[config.mk]
export PLATFORM = sky130hd
export DESIGN_NAME = pwm_capture
export DESIGN_NICKNAME = d
export VERILOG_FILES = /design/src/rtl/pwm_pkg.sv /design/src/rtl/pwm_capture_sync_edge.sv /design/src/rtl/pwm_capture.sv
export SDC_FILE = /design/constraint.sdc
export NUM_CORES = 1
export LEC_CHECK = 0
export ABC_AREA = 1
export BUFFER_PORTS_ARGS = -buffer_cell sky130_fd_sc_hd__buf_2
export CORE_AREA = 2 2 117 119
export DETAILED_ROUTE_END_ITERATION = 10
export DIE_AREA = 0 0 119 121
export PLACE_DENSITY = 0.66
export SLEW_MARGIN = 20
export SYNTH_ARGS = -nofsm -noshare
export SYNTH_HDL_FRONTEND = slang
export SYNTH_SLANG_ARGS = --single-unit
[constraint.sdc]
create_clock -name CLK -period 2.87 [get_ports CLK]
set_clock_uncertainty 0.2 [all_clocks]
set_input_delay 0.1435 -clock CLK [delete_from_list [all_inputs] [get_ports CLK]]
set_output_delay 0.1435 -clock CLK [all_outputs]
set_load 0.01 [all_outputs]
[src/rtl/pwm_pkg.sv]
// Shared definitions for the PWM capture block: default widths, the
// static-input timeout and the measurement FSM state encoding.
package pwm_pkg;

  localparam int unsigned PWM_CW      = 32;
  localparam int unsigned PWM_TIMEOUT = 2**20;

  typedef enum logic [1:0] {
    IDLE = 2'd0,
    HIGH = 2'd1,
    LOW  = 2'd2
  } pwm_state_e;

endpackage

[src/rtl/pwm_capture_sync_edge.sv]
// Three-flop synchronizer for the asynchronous PWM input, producing
// single-cycle rise/fall strobes and the synchronized level.
module sync_edge
  import pwm_pkg::*;
(
  input  logic CLK,
  input  logic RST,
  input  logic pwm_in,
  output logic rise,
  output logic fall,
  output logic level
);

  logic s1_q, s1_d;
  logic s2_q, s2_d;
  logic s3_q, s3_d;

  // Next value of each synchronizer stage is simply the previous stage.
  always_comb begin
    s1_d = pwm_in;
    s2_d = s1_q;
    s3_d = s2_q;
  end

  // Synchronizer chain; s3 only serves as the delayed copy for edge detection.
  always_ff @(posedge CLK) begin
    if (RST) begin
      s1_q <= 1'b0;
      s2_q <= 1'b0;
      s3_q <= 1'b0;
    end else begin
      s1_q <= s1_d;
      s2_q <= s2_d;
      s3_q <= s3_d;
    end
  end

  assign rise  = s2_q & ~s3_q;
  assign fall  = ~s2_q & s3_q;
  assign level = s2_q;

endmodule

[src/rtl/pwm_capture.sv]
// Measures a PWM waveform and reports it as the timer period/compare pair
// (top = period - 1, cmp = high time) that would regenerate it. A waveform
// without rising edges for TIMEOUT cycles is flagged as static.
module pwm_capture
  import pwm_pkg::*;
#(
  parameter int unsigned CW      = PWM_CW,
  parameter int unsigned TIMEOUT = PWM_TIMEOUT
) (
  input  logic          CLK,
  input  logic          RST,
  input  logic          pwm_in,
  output logic [CW-1:0] top_out,
  output logic [CW-1:0] cmp_out,
  output logic          valid,
  output logic          static_det,
  output logic          level
);

  localparam logic [CW-1:0] CNT_ONE = CW'(1);
  localparam logic [CW-1:0] CNT_MAX = CW'(TIMEOUT);

  logic rise;
  logic fall;
  logic at_limit;

  pwm_state_e    state_q, state_d;
  logic [CW-1:0] cnt_q, cnt_d;
  logic [CW-1:0] high_lat_q, high_lat_d;
  logic [CW-1:0] top_q, top_d;
  logic [CW-1:0] cmp_q, cmp_d;
  logic          valid_q, valid_d;
  logic          static_q, static_d;

  sync_edge u_sync (
    .CLK    (CLK),
    .RST    (RST),
    .pwm_in (pwm_in),
    .rise   (rise),
    .fall   (fall),
    .level  (level)
  );

  assign at_limit = (cnt_q == CNT_MAX);

  // Cycle counter restarts at 1 on every rise so that on the next rise it
  // holds the full period; it saturates at the timeout to mark a static input.
  always_comb begin
    cnt_d = cnt_q;
    if (rise) begin
      cnt_d = CNT_ONE;
    end else if (!at_limit) begin
      cnt_d = cnt_q + CNT_ONE;
    end
  end

  // Measurement FSM: latch the high time on fall, publish period and high
  // time on the following rise, and fall back to IDLE on timeout.
  always_comb begin
    state_d    = state_q;
    high_lat_d = high_lat_q;
    top_d      = top_q;
    cmp_d      = cmp_q;
    valid_d    = 1'b0;
    static_d   = static_q;
    case (state_q)
      IDLE: begin
        if (rise) begin
          state_d = HIGH;
        end else if (at_limit) begin
          static_d = 1'b1;
        end
      end
      HIGH: begin
        if (at_limit) begin
          static_d = 1'b1;
          state_d  = IDLE;
        end else if (fall) begin
          high_lat_d = cnt_q;
          state_d    = LOW;
        end
      end
      LOW: begin
        if (rise) begin
          top_d    = cnt_q - CNT_ONE;
          cmp_d    = high_lat_q;
          valid_d  = 1'b1;
          static_d = 1'b0;
          state_d  = HIGH;
        end else if (at_limit) begin
          static_d = 1'b1;
          state_d  = IDLE;
        end
      end
      default: begin
        state_d = IDLE;
      end
    endcase
  end

  // State, counter and result registers; reset discards any partial period.
  always_ff @(posedge CLK) begin
    if (RST) begin
      state_q    <= IDLE;
      cnt_q      <= '0;
      high_lat_q <= '0;
      top_q      <= '0;
      cmp_q      <= '0;
      valid_q    <= 1'b0;
      static_q   <= 1'b0;
    end else begin
      state_q    <= state_d;
      cnt_q      <= cnt_d;
      high_lat_q <= high_lat_d;
      top_q      <= top_d;
      cmp_q      <= cmp_d;
      valid_q    <= valid_d;
      static_q   <= static_d;
    end
  end

  assign top_out    = top_q;
  assign cmp_out    = cmp_q;
  assign valid      = valid_q;
  assign static_det = static_q;

endmodule

==> run_results.csv <==
group,metric,value,unit
status,run_status,"finished, final reports clean",
critical_path,crit_path_max_fanout,33,
clock_tree,cts_made_buffers,17,
floorplan,die_y,121,µm
clock_tree,cts_buffer_depth,2,
synth,syn_avg_cell_area,6.594,µm²
clock_tree,cts_tree,"done",
critical_path,arrival,2.57,ns
clock_tree,path_clk_slew,0.06,ns
route,drt_iter0_drc,594,
synth,syn_nets,974,
floorplan,coreArea,13090,µm²
critical_path,worst_setup_path_start_kind,"flip-flop",
placement,dpl.cell_count,1191,
synth,synth-seq-area-share,0.4229,
sta,hold_viol_final,0,
route,wl_per_cell,14.54,µm
sta,slew_violations,0,
power_and_ir_drop,ir_worst_vdd,0.3315,mV
sta,tightest_slew,0.6526,ns
cells_and_area,stdcell_count,1225,
grt,grt_pass1_wl,28890,µm
sta,post-route-period-util,0.8373,
cells_and_area,n_antenna_cell,0,
route,via_per_inst,5.060,
sta,fin_setup_tns,0,ns
clock_tree,h-tree-depth,4,
floorplan,die_w,119,µm
clock_tree,root_buffer,"clkbuf_16",
cells_and_area,syn2layout_area_growth,17.05,%
clock_tree,worstSkewPairLatency,0.43,ns
clock_tree,numClockSinks,135,
synth,synth_cell_types,28,
cells_and_area,drive_gt1_frac,0.1630,
synth,synth-seq-cells,135,
placement,post_dp_cell_area,6860,µm²
placement,dp_hpwl,12850,µm
power_and_ir_drop,p_leak,3.366,nW
cells_and_area,fin_nets,1042,
critical_path,cp.required,3.03,ns
route,first_pass_iters,6,
route,vias,6199,
cells_and_area,stdcell_area,7480,µm²
placement,post-place-ws,0.4797,ns
floorplan,initial_core_util,0.4883,
grt,first_global_vias,5658,
sta,rsz0062_at_grt,"no",
sta,finalSetupViolCount,0,
route,drc,0,
sta,relSlewSlack,0.5645,
critical_path,endpoint_kind,"flip-flop",
synth,syn_area,6390,µm²
run,max_cap_violations,0,
grt,antenna_found_initial,0,
clock_tree,cts_resized,0,
synth,ys_warn_count,0,
route,finalWirelength,17810,µm
critical_path,path_class,"reg2reg",
sta,max_freq,0.4161,GHz
placement,place_congestion,0.9543,
min_path,hp-class,"reg2reg",
floorplan,rows,42,
floorplan,io_pins,70,
grt,grtUsageTotal,0.2585,
sta,period_minus_slack,2.403,ns
route,final_antenna_net_count,0,
placement,io_buffers,69,
grt,gr-total-overflow,0,
sta,setup_ws,0.4669,ns
synth,netlist_instances,969,
grt,grt_start_max_net_pins,44,
floorplan,die_area,14400,µm²
power_and_ir_drop,pwr_density_cell,579.2,nW/µm²
[worst paths after layout]
path	endpoint	depth (start not counted)	slack, ns	from
worst max-delay path	high_lat_q[28]	11	0.47	cnt_q[0]
worst min-delay path	u_sync.level	2	0.21	u_sync.s1_q
worst max register to register	high_lat_q[28]	11	0.47	cnt_q[0]
worst min register to register	u_sync.level	2	0.21	u_sync.s1_q
[through the flow]
| stage | utilization | power (W) | hold slack [ns] |
|---|---|---|---|
| detailed placement | 0.5243 | 0.002179 | 0.1613 |
| floorplan | - | 0.002109 | 0.05047 |
| global route | 0.5716 | 0.004464 | 0.2394 |
| finish | 0.5716 | 0.004332 | 0.2104 |
| CTS | 0.5716 | 0.004351 | 0.2138 |
| global placement | 0.5243 | 0.002178 | 0.1527 |
[synth_stat cells (all sizes together)]
master,count,area share
a21oi,37,0.029
a22o,1,0.0014
a31oi,1,0.00098
buf,19,0.020
clkbuf,14,0.0082
clkinv,9,0.0053
dfxtp,135,0.42
ha,2,0.0039
inv,125,0.073
nand2,293,0.17
nand3,46,0.037
nand3b,1,0.0012
nand4,40,0.039
nor2,149,0.10
nor3,20,0.017
nor4,1,0.00098
o21ai,69,0.054
o31ai,2,0.0023
xnor2,1,0.0014
xor2,4,0.0055
[worst max-delay path: stages (launching register included)]
cell,delay [ns]
dfxtp_1,0.44
inv_1,0.13
ha_1,0.27
nand2_2,0.12
inv_2,0.05
nand2_1,0.09
nor2_2,0.06
nand2_2,0.06
nand3_2,0.50
nand2_1,0.22
clkinv_1,0.09
nor2_2,0.10
[logic make-up after synthesis]
group                      synth area share
adders and majority gates          0.003916
xor gates and xnor gates           0.006853
DFF                                  0.4229
buffers and inverters                0.1073
and+or+nand+nor                      0.3713
AOI/OAI and AO/OA                   0.08772
[routing by layer]
metal	track usage	vias to the layer above	part of all wire
li1	-	3180	-
met1	0.3466	2798	0.47
met2	0.4030	185	0.45
met3	0.05216	36	0.049
met4	0.1161	0	0.031
met5	0	-	0
[where the power goes]
part	switching, W	leakage (nW)	internal [W]
clock network	0.000841	0.282	0.00135
registers	0.0000128	1.09	0.00189
logic	0.000175	2.00	0.0000685
total	0.00103	3.37	0.00330
[state kept, by name, indices dropped and copies added (netlist names)]
register      cells
valid             1
state_q           2
high_lat_q       32
u_sync.s1_q       1
u_sync.s3_q       1
cmp_out          32
u_sync.level      1
top_out          32
cnt_q            32
static_det        1
[area by class of cell]
type | count | area, µm²
clock inverter | 10 | 118.9
clock buffer | 21 | 470.5
tap | 176 | 220.2
multi-input combinational | 667 | 3014
sequential | 135 | 2703
fill | 1312 | 5605
timing repair buffer | 82 | 450.4
inverter | 134 | 503.0
[cells in the final DEF (no fill, tap or decap), types with 3 or more instances in the layout]
master         count
nor2_2            39
buf_4             10
nand2_2            4
clkbuf_16         17
clkbuf_8           3
inv_2             16
nand3_1           45
dfxtp_1          135
nand2_1          289
nand4_1           40
inv_1            109
nor2_1           109
xor2_1             4
clkinv_1           9
clkinvlp_4         3
dlygate4sd3_1      3
o21ai_0           67
a21oi_1           37
buf_2             69
nor3_1            19
[what timing repair did]
item / CTS / global route
buffers inserted: 0 / 0
hold buffers: 3 / 0
endpoints found under the hold margin: 7 / 0
setup endpoints to repair: 0 / 0
No activity file was read; power rests on OpenSTA's default activity.
